### config.mk
export PLATFORM = sky130hd
export DESIGN_NAME = clk_period_meter
export DESIGN_NICKNAME = d
export VERILOG_FILES = /design/src/rtl/clk_meter_pkg.sv /design/src/rtl/clk_period_meter_sync_edge_det.sv /design/src/rtl/clk_period_meter.sv
export SDC_FILE = /design/constraint.sdc
export NUM_CORES = 1
export LEC_CHECK = 0
export ABC_AREA = 1
export CAP_MARGIN = 15
export CELL_PAD_IN_SITES_DETAIL_PLACEMENT = 0
export CELL_PAD_IN_SITES_GLOBAL_PLACEMENT = 1
export CORE_MARGIN = 8
export CORE_UTILIZATION = 39
export CTS_CLUSTER_SIZE = 28
export DETAILED_ROUTE_END_ITERATION = 7
export HOLD_SLACK_MARGIN = 0.06
export PLACE_DENSITY = 0.87
export SETUP_SLACK_MARGIN = 0.1
export SKIP_LAST_GASP = 1
export SYNTH_ARGS = -nofsm -noshare
export SYNTH_HDL_FRONTEND = slang
export SYNTH_SLANG_ARGS = --single-unit
### constraint.sdc
create_clock -name iClk -period 2.2 [get_ports iClk]
set_input_delay 0.66 -clock iClk [delete_from_list [all_inputs] [get_ports iClk]]
set_output_delay 0.66 -clock iClk [all_outputs]
set_load 0.02 [all_outputs]
### src/rtl/clk_meter_pkg.sv
// Shared definitions for the period meter: FSM encoding, default sizes and the
// period-to-divider-threshold conversion (period = 2*T + 4).
package clk_meter_pkg;

    typedef enum logic {
        IDLE    = 1'b0,
        MEASURE = 1'b1
    } stateT;

    localparam int          DEFAULT_WIDTH   = 32;
    localparam logic [31:0] DEFAULT_TIMEOUT = 32'hFFFFFF;

    // Widest counter the conversion function supports; callers zero-extend into it.
    localparam int MAX_WIDTH = 64;

    // Inverse of period = 2*T + 4 with unsigned truncation; periods below 4 saturate to 0.
    function automatic logic [MAX_WIDTH-1:0] periodToThreshold(input logic [MAX_WIDTH-1:0] period);
        if (period < MAX_WIDTH'(4)) begin
            return '0;
        end
        return (period >> 1) - MAX_WIDTH'(2);
    endfunction

endpackage

### src/rtl/clk_period_meter_sync_edge_det.sv
// Multi-flop synchroniser followed by a one-flop edge detector for an asynchronous input.
// Reusable for any slow asynchronous level entering the iClk domain.
module sync_edge_det #(
    parameter int SYNC_STAGES = 2
) (
    input  logic iClk,
    input  logic iRst_n,
    input  logic iAsync,
    output logic oS,
    output logic oRise,
    output logic oFall
);

    logic [SYNC_STAGES-1:0] syncQ;
    logic                   sDly;

    // NOTE: state flops use non-blocking assignments so every stage samples the
    // previous stage's value from before the edge; blocking here would collapse the chain.
    always_ff @(posedge iClk or negedge iRst_n) begin
        if (!iRst_n) begin
            syncQ <= '0;
            sDly  <= 1'b0;
        end else begin
            syncQ <= {syncQ[SYNC_STAGES-2:0], iAsync};
            sDly  <= syncQ[SYNC_STAGES-1];
        end
    end

    assign oS    = syncQ[SYNC_STAGES-1];
    assign oRise = oS & ~sDly;
    assign oFall = ~oS & sDly;

endmodule

### src/rtl/clk_period_meter.sv
// Measures the rise-to-rise period of an asynchronous signal in iClk cycles and derives
// the matching divider threshold. Define HIGH_TIME_EN to also report the high-phase length.
module clk_period_meter
    import clk_meter_pkg::*;
#(
    parameter int               WIDTH       = DEFAULT_WIDTH,
    parameter int               SYNC_STAGES = 2,
    parameter logic [WIDTH-1:0] TIMEOUT     = WIDTH'(DEFAULT_TIMEOUT)
) (
    input  logic             iClk,
    input  logic             iRst_n,
    input  logic             iSig,
    output logic [WIDTH-1:0] oPeriod,
    output logic [WIDTH-1:0] oThreshold,
    output logic             oValid,
    output logic             oTimeout,
    output logic [WIDTH-1:0] oHighTime
);

    stateT                state;
    logic [WIDTH-1:0]     cnt;
    logic                 sigS;
    logic                 rise;
    logic                 fall;
    logic [MAX_WIDTH-1:0] thrWide;
    logic                 unusedBits;

    sync_edge_det #(
        .SYNC_STAGES(SYNC_STAGES)
    ) u_sync (
        .iClk  (iClk),
        .iRst_n(iRst_n),
        .iAsync(iSig),
        .oS    (sigS),
        .oRise (rise),
        .oFall (fall)
    );

    // cnt holds the running period, so its threshold is ready the cycle the period closes.
    assign thrWide = periodToThreshold(MAX_WIDTH'(cnt));

    always_ff @(posedge iClk or negedge iRst_n) begin
        if (!iRst_n) begin
            state      <= IDLE;
            cnt        <= '0;
            oPeriod    <= '0;
            oThreshold <= '0;
            oValid     <= 1'b0;
            oTimeout   <= 1'b0;
        end else begin
            oValid <= 1'b0;
            case (state)
                IDLE: begin
                    if (rise) begin
                        cnt      <= WIDTH'(1);
                        oTimeout <= 1'b0;
                        state    <= MEASURE;
                    end
                end
                MEASURE: begin
                    // A rise landing on the timeout cycle still counts as a valid period.
                    if (rise) begin
                        oPeriod    <= cnt;
                        oThreshold <= thrWide[WIDTH-1:0];
                        oValid     <= 1'b1;
                        cnt        <= WIDTH'(1);
                    end else if (cnt == TIMEOUT) begin
                        oTimeout <= 1'b1;
                        cnt      <= '0;
                        state    <= IDLE;
                    end else begin
                        cnt <= cnt + WIDTH'(1);
                    end
                end
                default: state <= IDLE;
            endcase
        end
    end

`ifdef HIGH_TIME_EN
    logic [WIDTH-1:0] hcnt;
    logic [WIDTH-1:0] highLatch;

    // hcnt restarts with each period; its value at the falling edge is parked in
    // highLatch until the closing rise publishes it alongside oPeriod.
    always_ff @(posedge iClk or negedge iRst_n) begin
        if (!iRst_n) begin
            hcnt      <= '0;
            highLatch <= '0;
            oHighTime <= '0;
        end else if (rise) begin
            hcnt <= WIDTH'(1);
            if (state == MEASURE) begin
                oHighTime <= highLatch;
            end
        end else if (state == MEASURE) begin
            if (sigS) begin
                hcnt <= hcnt + WIDTH'(1);
            end
            if (fall) begin
                highLatch <= hcnt;
            end
        end
    end
`else
    assign oHighTime = '0;
`endif

    // Upper conversion bits and the level/fall taps are not needed in every build.
    assign unusedBits = &{1'b0, thrWide, sigS, fall};

endmodule

==> results.md, run 1 <==
* Status: finished clean
* Ranking of synthesized cells by area: dfrtp_1 (44%), nand2_1 (17%), nor2_1 (6.0%)
* CP arrival at 1.35 ns
* Worst path depth at 1
* Grt total ovfl at 0
* DP Worst Slack at 0.1767 ns
* Post-CTS Setup Bufs at 0
* Clock Root Buffer: clkbuf_16
* Worst path cell trace: clkdlybuf4s50_1
* Placer Congestion at 1.003
* Ys async rst share at 1.000
* Final Hold Fails at 0
* # DRC at 0
* Tcrit/Tclk final at 0.9146
* Final hold slack at 0.1746 ns
* DRT iter0 DRCs at 286
* Mean Syn Cell Area at 7.597 um^2
* Post-Route WL at 15380 um
* Area leader, netlist: dfrtp_1
* Core ar. at 14420 um^2
* Worst setup startpoint: oTimeout
* CP endpoint kind: output pin
* Synthesis Warnings at 0
* Slowest stage cell, crit path: clkdlybuf4s50_1
* GRT Overall Usage at 0.1663
* Power Total at 6128 uW
* Fmax at 0.4970 GHz
* Clock Tree Buf Depth at 2
* PD cells at 900.8 nW/um^2
* Vias per cell at 4.799
* Top-count cell post-synth: nand2_1
* Vias at 4842
* Wire per inst at 15.25 um
* Relative slew margins at 0.6235
* Cell family with most CP delay: buffers and inverters
* Clock transition at path regs at 0.07 ns
* Crit path launch type: flop
* Placed cell count at 993
* Ports at 101
* Post-synth top area share at 0.4418
* Worst path bufs/invs at 1
* Leak pwr at 0.003257 uW
* Hpwl dp at 11890 um
* Row cnt at 44
* Reg2Reg Launch Point: cnt[2]
* First-pass GRT wire length at 24650 um
* Fin Setup TNS at 0 ns
* Clock skew at 0.008055 ns
* Die area at 18800 um^2
* Synthesized netlist cell count at 753
* Flops & latches, synth at 101
* Initial antenna violation count at 0
* Worst-Margin Slew at 0.5642 ns
* First-pass DRT Iterations at 5
* Data required, critical path at 1.54 ns
* Number of clock sinks at 101
* Skew-Pair Late Insertion Delay at 0.34 ns
* Total of max-cap violations at 0
* Layout cells sized above 1 at 0.08121
* Non-Filler Instances at 1009
* Netlist Area Pre-Place at 5720 um^2
* Worst Hold Class: in -> async
* Detail Route Antenna Nets at 0
* Vias in the first global route at 4792
* Worst IR drop on VDD at 0.4216 mV
* CTS tree: done
* Yosys cell types at 30
* Total CTS buffers at 9
* Reg2reg path depth at 9
* N_diodes at 0
* DIE HEIGHT at 137.1 um
* Slew Viols, Final at 0
* Port bufs at 67
* CP max FO at 3
* Die width at 137.1 um
* H-tree depth at 3
* Pin count of the biggest net entering global routing at 79
* Most frequent cells after synthesis: nand2_1 (257), dfrtp_1 (101), nor2_1 (92)
* Main synth FF type: dfrtp_1
* RSZ-0062 raised after global routing: true
* Number of synthesized flops with an enable pin at 0
* Worst Slack Setup Final at 0.1879 ns
* Slowest cell delay on critical path at 0.62 ns
* Final nets at 826
* Crit path kind: reg -> out
* Final Setup Violations at 0
* Synth-to-Final Area Change at 18.92%
* Min cycle time layout at 2.012 ns
* Cts hold-fix bufs at 0
* Initial Util at 0.3966
* Post-synthesis sequential area ratio at 0.4418
-- metrics by stage --
stage | area (um^2) | utilization
finish | 6803 | 0.4716
global route | 6803 | 0.4716
CTS | 6798 | 0.4713
detailed placement | 6494 | 0.4502
global placement | 6494 | 0.4502
floorplan | 5841 | -
-- kinds of logic (layout without fill, tap and decap cells) --
| group | count (synthesis) | in the layout | synth area share |
|---|---|---|---|
| DFF | 101 | 101 | 0.4418 |
| and+or+nand+nor | 422 | 422 | 0.3136 |
| AOI/OAI and AO/OA | 72 | 72 | 0.06977 |
| xor gates and xnor gates | 36 | 36 | 0.05512 |
| adders and majority gates | 3 | 3 | 0.006562 |
| buffers and inverters | 118 | 158 | 0.1124 |
| other | 1 | 33 | 0.0006555 |
-- cell type report --
| class | count | area, um^2 |
|---|---|---|
| clock buffer | 13 | 260.3 |
| clock inverter | 3 | 43.79 |
| fill | 1484 | 7621 |
| inverter | 54 | 202.7 |
| multi-input combinational | 566 | 2675 |
| sequential | 101 | 2527 |
| tap | 184 | 230.2 |
| timing repair buffer | 88 | 863.3 |
-- state kept, by name (all words and copies together) (netlist names) --
name and count:
cnt 32, oPeriod 32, oThreshold 31, oTimeout 1, oValid 1, state 1
u_sync.sDly 1, u_sync.syncQ 2
-- report_power, final --
part           switching (uW)  internal [uW]
Clock                     689            946
Sequential                160           2120
Combinational            1330            878
-- repair_timing --
item	in CTS	in global routing
endpoints found under the setup margin	0	31
resized for setup	0	2
hold endpoints to repair	0	0
-- per-layer routing --
| metal | routed length [um] | GRT usage |
|---|---|---|
| met5 | 0 | 0 |
| met1 | 6843 | 0.2147 |
| met2 | 7215 | 0.2757 |
| met3 | 863 | 0.02496 |
| met4 | 461 | 0.06156 |
-- placed cells by master (no fill, tap or decap), drive strengths merged, types with 2 or more instances in the layout --
cell type and n:
nor2 108, and2 2, inv 54, o22ai 17
o211ai 2, conb 33, dfrtp 101, o31ai 4
buf 22, clkdlybuf4s50 66, nand4 14, o21ai 47
nand3 39, xor2 35, clkinv 2, clkbuf 13
nand2 258, ha 3
-- final timing paths --
check	endpoint	slack, ns
min in group iClk	u_sync.syncQ[1]	0.35
hold reg to reg	u_sync.syncQ[1]	0.35
setup reg to reg	oThreshold[30]	0.30
hold / removal	oPeriod[8]	0.17
setup / recovery	oTimeout	0.19
max in group asynchronous	oPeriod[31]	1.49
(Power assumes the default switching activity.)
==> run 2, diff against run 1 <==
--- a/config.mk
+++ b/config.mk
@@ -13,6 +13,7 @@
 export CORE_UTILIZATION = 39
 export CTS_CLUSTER_SIZE = 28
 export DETAILED_ROUTE_END_ITERATION = 7
+export GPL_TIMING_DRIVEN = 0
 export HOLD_SLACK_MARGIN = 0.06
 export PLACE_DENSITY = 0.87
 export SETUP_SLACK_MARGIN = 0.1
==> run 2 against run 1 <==
Compared with the run above:
- wire length rose by 8.7%
- hold slack improved by 0.081 ns
- maximum frequency fell by 0.12%
- count of clock-buffer cells in the layout fell by 4
- die area did not move
- via count rose by 3.3%
- clock power rose by 6%
- first-iteration DRC count rose by 43%
- clock skew rose by 0.0017 ns
- utilization rose by 2.2 points
- largest power group unchanged
==> results.md, run 2 (synthesis results as in run 1) <==
* Data required, critical path at 1.54 ns (about the same)
* Die width at 137.1 um (unchanged)
* RSZ-0062 raised after global routing: false
* Skew-Pair Late Insertion Delay at 0.35 ns (about the same)
* Most frequent cells in the layout: nand2_1 (256), dfrtp_1 (100), nor2_1 (89), clkdlybuf4s50_1 (66), inv_1 (47)
* First-pass DRT Iterations at 6 (+1)
* DRT iter0 DRCs at 410 (+43%)
* Cell family with most CP delay: buffers and inverters
* Fmax at 0.4964 GHz (-0.12%)
* Clock Root Buffer: clkbuf_16
* Tcrit/Tclk final at 0.9156 (+0.001077)
* Number of clock sinks at 101 (unchanged)
* Reg2Reg Launch Point: cnt[24]
* CP arrival at 1.35 ns (about the same)
* PD cells at 882.5 nW/um^2 (-2.0%)
* Slew Viols, Final at 0 (unchanged)
* Wire per inst at 15.85 um (+3.9%)
* Power Total at 6281 uW (+2.5%)
* Crit path kind: reg -> out
* Initial antenna violation count at 0 (unchanged)
* Vias in the first global route at 4830 (+0.79%)
* Crit path launch type: flop
* Layout cells sized above 1 at 0.1309 (+0.04967)
* Status: finished clean
* CP endpoint kind: output pin
* Vias at 5000 (+3.3%)
* Leading registers by flop count: cnt: 32 flops, oPeriod: 32 flops, oThreshold: 31 flops
* Total CTS buffers at 9 (unchanged)
* Clock Tree Buf Depth at 2 (unchanged)
* Min cycle time layout at 2.014 ns (+0.002370 ns)
* DIE HEIGHT at 137.1 um (unchanged)
* CP max FO at 2 (-1)
* Reg2reg path depth at 6 (-3)
* Most common cell after layout, fill and taps aside: nand2_1
* Final hold slack at 0.2561 ns (+0.08142 ns)
* Core ar. at 14420 um^2 (unchanged)
* Grt total ovfl at 0 (unchanged)
* Worst path cell trace: clkdlybuf4s50_1
* Vias per cell at 4.739 (-1.2%)
* Clock skew at 0.009779 ns (+0.001725 ns)
* Worst-Margin Slew at 0.5626 ns (-0.001588 ns)
* # DRC at 0 (unchanged)
* Leak pwr at 0.003469 uW (+6.5%)
* Slowest cell delay on critical path at 0.63 ns (about the same)
* Final nets at 872 (+5.6%)
* Placer Congestion at 0.9162 (-8.7%)
* Row cnt at 44 (unchanged)
* Final Setup Violations at 0 (unchanged)
* Total of max-cap violations at 0 (unchanged)
* Worst path bufs/invs at 1 (unchanged)
* Hpwl dp at 12920 um (+8.6%)
* Critical R2R Capture: oThreshold[14]
* Detail Route Antenna Nets at 0 (unchanged)
* First-pass GRT wire length at 26580 um (+7.8%)
* Pin count of the biggest net entering global routing at 72 (-8.9%)
* GRT Overall Usage at 0.1851 (+0.01880)
* Slowest stage cell, crit path: clkdlybuf4s50_1
* Initial Util at 0.3966 (unchanged)
* Relative slew margins at 0.6250 (+0.001463)
* Reg-to-reg slack, setup at 0.26 ns (-0.04 ns)
* Port bufs at 67 (unchanged)
* Die area at 18800 um^2 (unchanged)
* Clock transition at path regs at 0.07 ns (about the same)
* Worst Hold Class: in -> async
* Ports at 101 (unchanged)
* Number of fillers in the final layout at 1445 (-2.6%)
* H-tree depth at 3 (unchanged)
* Post-Route WL at 16720 um (+8.7%)
* Synth-to-Final Area Change at 24.43%
* CTS tree: done
* N_diodes at 0 (unchanged)
* Final Hold Fails at 0 (unchanged)
* Worst IR drop on VDD at 0.4722 mV (+12%)
[run 2: cell count changes in the layout (fill, tap and decap cells not counted), moves of 2 or more]
cell | before | now
buf_12 | 3 | 0
buf_6 | 0 | 6
clkbuf_8 | 2 | 0
clkbuf_1 | 2 | 6
buf_2 | 0 | 16
clkinvlp_4 | 0 | 2
buf_4 | 19 | 39
[run 2: final cells by class]
class / count / area, um^2 / area share
well taps: 184 / 230.2 / 0.03234
plain buffers: 64 / 440.4 / 0.06187
repair buffers: 70 / 710.7 / 0.09984
clock buffers: 9 / 225.2 / 0.03164
clock inverters: 7 / 97.59 / 0.01371
flip-flops and latches: 101 / 2529 / 0.3552
multi-input cells: 566 / 2683 / 0.3769
inverters: 54 / 202.7 / 0.02848
[run 2: metal layers]
layer	track usage	vias to the layer above	share of wire
met5	0	-	0
met4	0.06578	0	0.025
met3	0.03231	25	0.057
met2	0.2982	148	0.47
met1	0.2445	2293	0.45
li1	-	2534	-
[run 2: worst max-delay path by stage]
stage / startpoint / to / slack, ns / cells after the start
2_1_floorplan: cnt[3] / oThreshold[7] / 0.48 / 10
5_1_grt: cnt[2] / oThreshold[12] / 0.11 / 10
6_report: oThreshold[10] / oThreshold[10] / 0.19 / 1
4_1_cts: cnt[3] / oThreshold[22] / 0.13 / 7
3_3_place_gp: iRst_n / oThreshold[19] / -3.39 / 1
3_5_place_dp: cnt[1] / cnt[8] / 0.12 / 9
[run 2: metrics by stage]
| stage | cell area, um^2 | util | std cells | worst slack [ns] | TNS, ns |
|---|---|---|---|---|---|
| 2_1_floorplan | 5841 | - | 785 | 0.4845 | 0 |
| 3_3_place_gp | 6741 | 0.4674 | 1036 | -3.389 | -340.98 |
| 3_5_place_dp | 6766 | 0.4691 | 1037 | 0.1200 | 0 |
| 4_1_cts | 7091 | 0.4916 | 1053 | 0.1253 | 0 |
| 5_1_grt | 7118 | 0.4935 | 1055 | 0.1056 | 0 |
| 6_report | 7118 | 0.4935 | 1055 | 0.1856 | 0 |
[run 2: where the power goes]
group	leakage, uW	internal (uW)	switching, uW
clock	0.000152	1000	738
sequential	0.00136	2120	169
combinational	0.00196	902	1350
[run 2: what timing repair did]
action / CTS / global route
gates resized for setup: 1 / 6
hold buffers: 0 / 0
setup endpoints to repair: 1 / 47
buffers inserted: 0 / 2
pin swaps: 0 / 2
